**src/rtl/stepper_move_sequencer_if.sv**
```systemverilog
// rtl/stepper_move_sequencer_if.sv - command handshake bundle for the move sequencer
interface stepper_move_sequencer_if #(
    parameter int COUNT_BITS_X = 8,
    parameter int COUNT_BITS_Y = 8
);
    logic                    cmd_valid;
    logic                    cmd_ready;
    logic [COUNT_BITS_X-1:0] cmd_x;
    logic [COUNT_BITS_Y-1:0] cmd_y;

    modport master (
        output cmd_valid,
        output cmd_x,
        output cmd_y,
        input  cmd_ready
    );

    modport slave (
        input  cmd_valid,
        input  cmd_x,
        input  cmd_y,
        output cmd_ready
    );
endinterface

```
**src/rtl/stepper_move_sequencer.sv**
```systemverilog
// rtl/stepper_move_sequencer.sv - queued (x,y) move scheduler driving StepperCtrlXY trigger/done
module stepper_move_sequencer #(
    parameter  int COUNT_BITS_X = 8,
    parameter  int COUNT_BITS_Y = 8,
    parameter  int DEPTH        = 4,
    localparam int LW           = $clog2(DEPTH) + 1
) (
    input  logic                    clk,
    input  logic                    reset,
    input  logic                    clk_en,
    stepper_move_sequencer_if.slave cmd,
    input  logic                    flush,
    input  logic                    stepper_done,
    output logic                    stepper_trigger,
    output logic [COUNT_BITS_X-1:0] stepper_num_steps_x,
    output logic [COUNT_BITS_Y-1:0] stepper_num_steps_y,
    output logic [LW-1:0]           level,
    output logic                    busy,
    output logic [15:0]             moves_done
);
    localparam int PW = LW - 1;

    typedef enum logic [1:0] {
        S_IDLE  = 2'd0,
        S_ISSUE = 2'd1,
        S_WAIT  = 2'd2
    } state_t;

    state_t state;

    logic [COUNT_BITS_X-1:0] fifo_x [DEPTH];
    logic [COUNT_BITS_Y-1:0] fifo_y [DEPTH];
    logic [PW-1:0]           wr_ptr;
    logic [PW-1:0]           rd_ptr;

    logic full;
    logic empty;
    logic push;
    logic pop;
    logic head_zero;

    assign full      = (level == LW'(DEPTH));
    assign empty     = (level == '0);
    assign cmd.cmd_ready = !full && !flush;
    assign push      = cmd.cmd_valid && cmd.cmd_ready;
    // flush wins over a same-edge pop; an empty queue never pops, so no bypass
    assign pop       = clk_en && (state == S_IDLE) && !empty && stepper_done && !flush;
    assign head_zero = (fifo_x[rd_ptr] == '0) && (fifo_y[rd_ptr] == '0);
    assign busy      = (state != S_IDLE) || !empty;

    always_ff @(posedge clk) begin
        if (push) begin
            fifo_x[wr_ptr] <= cmd.cmd_x;
            fifo_y[wr_ptr] <= cmd.cmd_y;
        end
    end

    always_ff @(posedge clk or negedge reset) begin
        if (!reset) begin
            wr_ptr <= '0;
            rd_ptr <= '0;
            level  <= '0;
        end else if (flush) begin
            wr_ptr <= '0;
            rd_ptr <= '0;
            level  <= '0;
        end else begin
            if (push) begin
                wr_ptr <= wr_ptr + PW'(1);
            end
            if (pop) begin
                rd_ptr <= rd_ptr + PW'(1);
            end
            if (push && !pop) begin
                level <= level + LW'(1);
            end else if (pop && !push) begin
                level <= level - LW'(1);
            end
        end
    end

    // Trigger is registered alongside the state so it is high exactly while in ISSUE
    always_ff @(posedge clk or negedge reset) begin
        if (!reset) begin
            state               <= S_IDLE;
            stepper_trigger     <= 1'b0;
            stepper_num_steps_x <= '0;
            stepper_num_steps_y <= '0;
            moves_done          <= 16'd0;
        end else if (clk_en) begin
            case (state)
                S_IDLE: begin
                    if (pop) begin
                        stepper_num_steps_x <= fifo_x[rd_ptr];
                        stepper_num_steps_y <= fifo_y[rd_ptr];
                        if (head_zero) begin
                            moves_done <= moves_done + 16'd1;
                        end else begin
                            state           <= S_ISSUE;
                            stepper_trigger <= 1'b1;
                        end
                    end
                end
                S_ISSUE: begin
                    state           <= S_WAIT;
                    stepper_trigger <= 1'b0;
                end
                S_WAIT: begin
                    if (stepper_done) begin
                        moves_done <= moves_done + 16'd1;
                        state      <= S_IDLE;
                    end
                end
                default: begin
                    state           <= S_IDLE;
                    stepper_trigger <= 1'b0;
                end
            endcase
        end
    end
endmodule

```
**src/flat_wrapper.sv**
```systemverilog
// flat-port wrapper written by rule: the top's interface ports become plain ports
module stepper_move_sequencer_flat 
#(
    parameter  int COUNT_BITS_X = 8,
    parameter  int COUNT_BITS_Y = 8,
    parameter  int DEPTH        = 4,
    localparam int LW           = $clog2(DEPTH) + 1
)
  (clk, reset, clk_en, flush, stepper_done, stepper_trigger, stepper_num_steps_x, stepper_num_steps_y, level, busy, moves_done, cmd_cmd_valid, cmd_cmd_x, cmd_cmd_y, cmd_cmd_ready);
  stepper_move_sequencer_if #(.COUNT_BITS_X(COUNT_BITS_X), .COUNT_BITS_Y(COUNT_BITS_Y)) cmd_i ();
  input  logic clk;
  input  logic reset;
  input  logic clk_en;
  input  logic flush;
  input  logic stepper_done;
  output logic stepper_trigger;
  output logic [COUNT_BITS_X-1:0] stepper_num_steps_x;
  output logic [COUNT_BITS_Y-1:0] stepper_num_steps_y;
  output logic [LW-1:0] level;
  output logic busy;
  output logic [15:0] moves_done;
  input wire logic [$bits(cmd_i.cmd_valid)-1:0] cmd_cmd_valid;
  input wire logic [$bits(cmd_i.cmd_x)-1:0] cmd_cmd_x;
  input wire logic [$bits(cmd_i.cmd_y)-1:0] cmd_cmd_y;
  output wire logic [$bits(cmd_i.cmd_ready)-1:0] cmd_cmd_ready;
  assign cmd_i.cmd_valid = cmd_cmd_valid;
  assign cmd_i.cmd_x = cmd_cmd_x;
  assign cmd_i.cmd_y = cmd_cmd_y;
  assign cmd_cmd_ready = cmd_i.cmd_ready;
  stepper_move_sequencer #(.COUNT_BITS_X(COUNT_BITS_X), .COUNT_BITS_Y(COUNT_BITS_Y), .DEPTH(DEPTH)) u_core (.clk(clk), .reset(reset), .clk_en(clk_en), .cmd(cmd_i), .flush(flush), .stepper_done(stepper_done), .stepper_trigger(stepper_trigger), .stepper_num_steps_x(stepper_num_steps_x), .stepper_num_steps_y(stepper_num_steps_y), .level(level), .busy(busy), .moves_done(moves_done));
endmodule
```
**config.mk**
```make
export PLATFORM = sky130hd
export DESIGN_NAME = stepper_move_sequencer_flat
export DESIGN_NICKNAME = d
export VERILOG_FILES = /design/src/rtl/stepper_move_sequencer_if.sv /design/src/rtl/stepper_move_sequencer.sv /design/src/flat_wrapper.sv
export SDC_FILE = /design/constraint.sdc
export NUM_CORES = 1
export LEC_CHECK = 0
export CAP_MARGIN = 30
export CORE_MARGIN = 2
export CORE_UTILIZATION = 55
export DETAILED_ROUTE_END_ITERATION = 6
export HOLD_SLACK_MARGIN = 0.08
export PLACE_DENSITY = 0.78
export SLEW_MARGIN = 25
export SYNTH_ARGS = -nofsm -noshare
export SYNTH_HDL_FRONTEND = slang
export SYNTH_SLANG_ARGS = --single-unit
```
**constraint.sdc**
```tcl
create_clock -name clk -period 3.3 [get_ports clk]
set_clock_uncertainty 0.05 [all_clocks]
set_input_delay 0.66 -clock clk [delete_from_list [all_inputs] [get_ports clk]]
set_output_delay 0.66 -clock clk [all_outputs]
set_load 0.1 [all_outputs]
```
==> impl_results.md <==
* Status: complete, no violations
* Relative slew margins at 65.8%
* Cell variety after synth at 41
* CTS Buffer Depth at 2
* Post-synth ARST share at 39.6%
* Vias in the first global route at 2598
* Synth top area share at 42.7%
* Tightest Pin Transition at 0.509 ns
* # hold bufs at CTS at 0
* Synth top cells by count: 64 x edfxtp_1, 42 x dfrtp_1, 16 x mux2_2, 16 x xor2_1, 14 x nand2_1
* DIE AREA at 8920 um^2
* Placed Instance Area at 5180 um^2
* Htree depth at 3
* VDD IR-drop max at 0.000566 V
* Max incr delay on CP at 0.65 ns
* Clk pwr share at 21.4%
* Area leader, netlist: edfxtp_1
* Area of the core at 7810 um^2
* WL final at 8.03 mm
* All-Layer GR Usage at 19.6%
* Most frequent cell after synthesis: edfxtp_1
* Post-Syn Area per Cell at 16.8 um^2
* Post-Synthesis Cells at 268
* Power per cell area at 772 nW/um^2
* Post-CTS Resized at 0
* Number of setup buffers added after CTS at 0
* Die span in y at 94.4 um
* CP max FO at 18
* Grt ovf at 0
* FF-to-FF Start: u_core.rd_ptr[0]
* Switching share of power at 42.5%
* Fraction of layout cells with a size suffix above 1 at 29.8%
* Die width at 94.4 um
* Count of routing violations after the opening detailed-route iteration at 99
* Vias at 2534
* Worst path cell trace: buf_12, mux4_1, nor4_2, a41oi_4, nor3b_1, mux2_1
* Post-synth EDFFs at 64
* Clk root buf: clkbuf_8
* Static Leak at 2.14 nW
* Worst Path Arrival at 3.01 ns
* Initial antenna violation count at 0
* Final setup TNS at 0 ns
* Crit-path slowest cell: mux4_1
* Pin count of the biggest net entering global routing at 29
* Nets at 369
* I/O pin cnt at 60
* Final Max Slew Viols at 0
* Internal power at 2.40 mW
* Drt first pass iters at 4
* Main flop type after synthesis: edfxtp_1
* Clock Pin Slew Worst Setup and Hold Paths at 0.10 ns
* Register area share after synthesis at 66.1%
* Initial Utilization at 57.6%
* Fmax at 357 MHz
* Max cap viols at 0
* Reg2reg path depth at 6
* RSZ-0062 raised after global routing: false
* Crit Path Class: flip-flop to flip-flop
* Via-to-Cell Ratio at 5.66
* Final hold vios at 0
* R2R Setup Slk at 0.50 ns
* Comb pwr share at 38.5%
* # diodes at 0
* Layout Cells excl Fill at 448
* Tmin final at 2.80 ns
* WL/cell at 17.9 um
* Area Growth Syn to Fin at 20.3%
* CTS tree: done
* Synth area leaders: edfxtp_1 43%, dfrtp_1 23%, mux4_1 5.8%
* CTS buffer count at 9
* Reg-to-Reg End: u_core.moves_done[1]
* Post-DP HPWL at 5.57 mm
* FF+latch count, synth at 106
* CP Launch Type: flip-flop
* Util after Layout at 69.3%
* First-pass GRT wire length at 13.0 mm
* Hold Path Class: input port to async pin
* Clk sinks at 106
* Final period util at 84.9%
* Post-route ant nets at 0
* Clock latency on the worst-skew pair at 0.37 ns
* Rows at 32
* DRC at 0
* Synth Warn # at 0
* Port bufs at 59
* Setup Viol. Count Final at 0
* Seq pwr share at 40.1%
* Post-Syn Area at 4500 um^2
* Sw Pwr at 1.77 mW
* Finished Cell Area at 5410 um^2
* Syn Nets at 296
* CP endpoint kind: flip-flop
* Req. time, crit path at 3.51 ns
* Placed cells at 432
* Gp weighted congestion at 0.753
kinds of logic (layout without fill, tap and decap cells):
logic type	after synthesis	after routing	synth area share, %
mux	34	34	13.3
xor+xnor	18	18	3.51
buf+inv	18	96	2.28
fa+ha+maj	6	6	1.84
simple gates	71	71	10.3
flops	106	106	66.1
compound gates	15	15	2.64
through the flow:
stage | total power [mW] | hold WS, ns | setup WS, ns
4_1_cts | 4.21 | 0.144 | 0.493
6_report | 4.18 | 0.142 | 0.499
3_3_place_gp | 3.29 | 0.425 | 0.557
5_1_grt | 4.32 | 0.150 | 0.353
2_1_floorplan | 2.95 | 0.314 | 0.168
3_5_place_dp | 3.32 | 0.434 | 0.453
flip-flops by register name, summed over array words and instances (netlist names):
register and flops:
u_core.state 2, u_core.stepper_num_steps_y 8, u_core.stepper_trigger 1, u_core.level 3
u_core.moves_done 16, u_core.stepper_num_steps_x 8, u_core.wr_ptr 2, u_core.rd_ptr 2
u_core.fifo_y 32, u_core.fifo_x 32
layer usage:
layer	track usage, %	share of wire [%]	vias to the layer above
met5	0	0	-
met2	34.9	53	68
met4	5.43	1.3	0
met3	4.47	4.7	13
li1	-	-	1174
met1	24.2	41	1279
critical path, delay by kind of cell (launching register included):
family | cells | cell delay (ns)
buffers and inverters | 1 | 0.18
flip-flops | 1 | 0.38
AO/OA/AOI/OAI | 1 | 0.18
multiplexers | 2 | 1.01
AND/OR/NAND/NOR | 2 | 0.88
worst max-delay path by stage:
| stage | start | end | slack (ns) |
|---|---|---|---|
| floorplan | u_core.level[1] | cmd_cmd_ready | 0.17 |
| global route | u_core.rd_ptr[0] | u_core.moves_done[3] | 0.35 |
| CTS | u_core.rd_ptr[0] | u_core.moves_done[1] | 0.49 |
| finish | u_core.rd_ptr[0] | u_core.moves_done[1] | 0.50 |
| detailed placement | cmd_cmd_valid | u_core.level[1] | 0.45 |
| global placement | cmd_cmd_valid | u_core.level[1] | 0.56 |
layout by cell type (no fill, tap or decap), types with 2 or more instances in the layout:
cell type	count
a211oi_1	3
a21oi_1	2
and2_1	4
and3_1	2
buf_12	3
buf_4	49
bufinv_16	2
clkbuf_8	9
clkdlybuf4s50_1	20
dfrtp_1	42
edfxtp_1	64
ha_1	5
inv_1	7
inv_6	4
mux2_2	16
mux4_1	10
mux4_2	6
nand2_1	14
nand3_1	8
nor2_1	9
nor2b_1	3
nor3_1	9
nor3b_1	5
nor4_1	2
nor4_2	7
nor4_4	2
nor4b_1	2
o21ai_0	3
o31ai_1	2
xnor2_1	2
xor2_1	16
area by class of cell:
cell class                 count  area [um^2]
fill                         542         2400
multi-input combinational    144         1420
clock buffer                   9          124
tap                          102          128
clock inverter                 7          106
inverter                       7         26.3
sequential                   106         2970
timing repair buffer          73          633
power by group through the flow:
stage                     Clock, mW  Sequential [mW]  Combinational (mW)
final                         0.893             1.68                1.61
after global routing          0.961             1.69                1.66
after CTS                     0.912             1.68                1.62
after detailed placement          0             1.71                1.62
after global placement            0             1.70                1.59
after floorplan                   0             2.55               0.397
(Power assumes the default switching activity.)
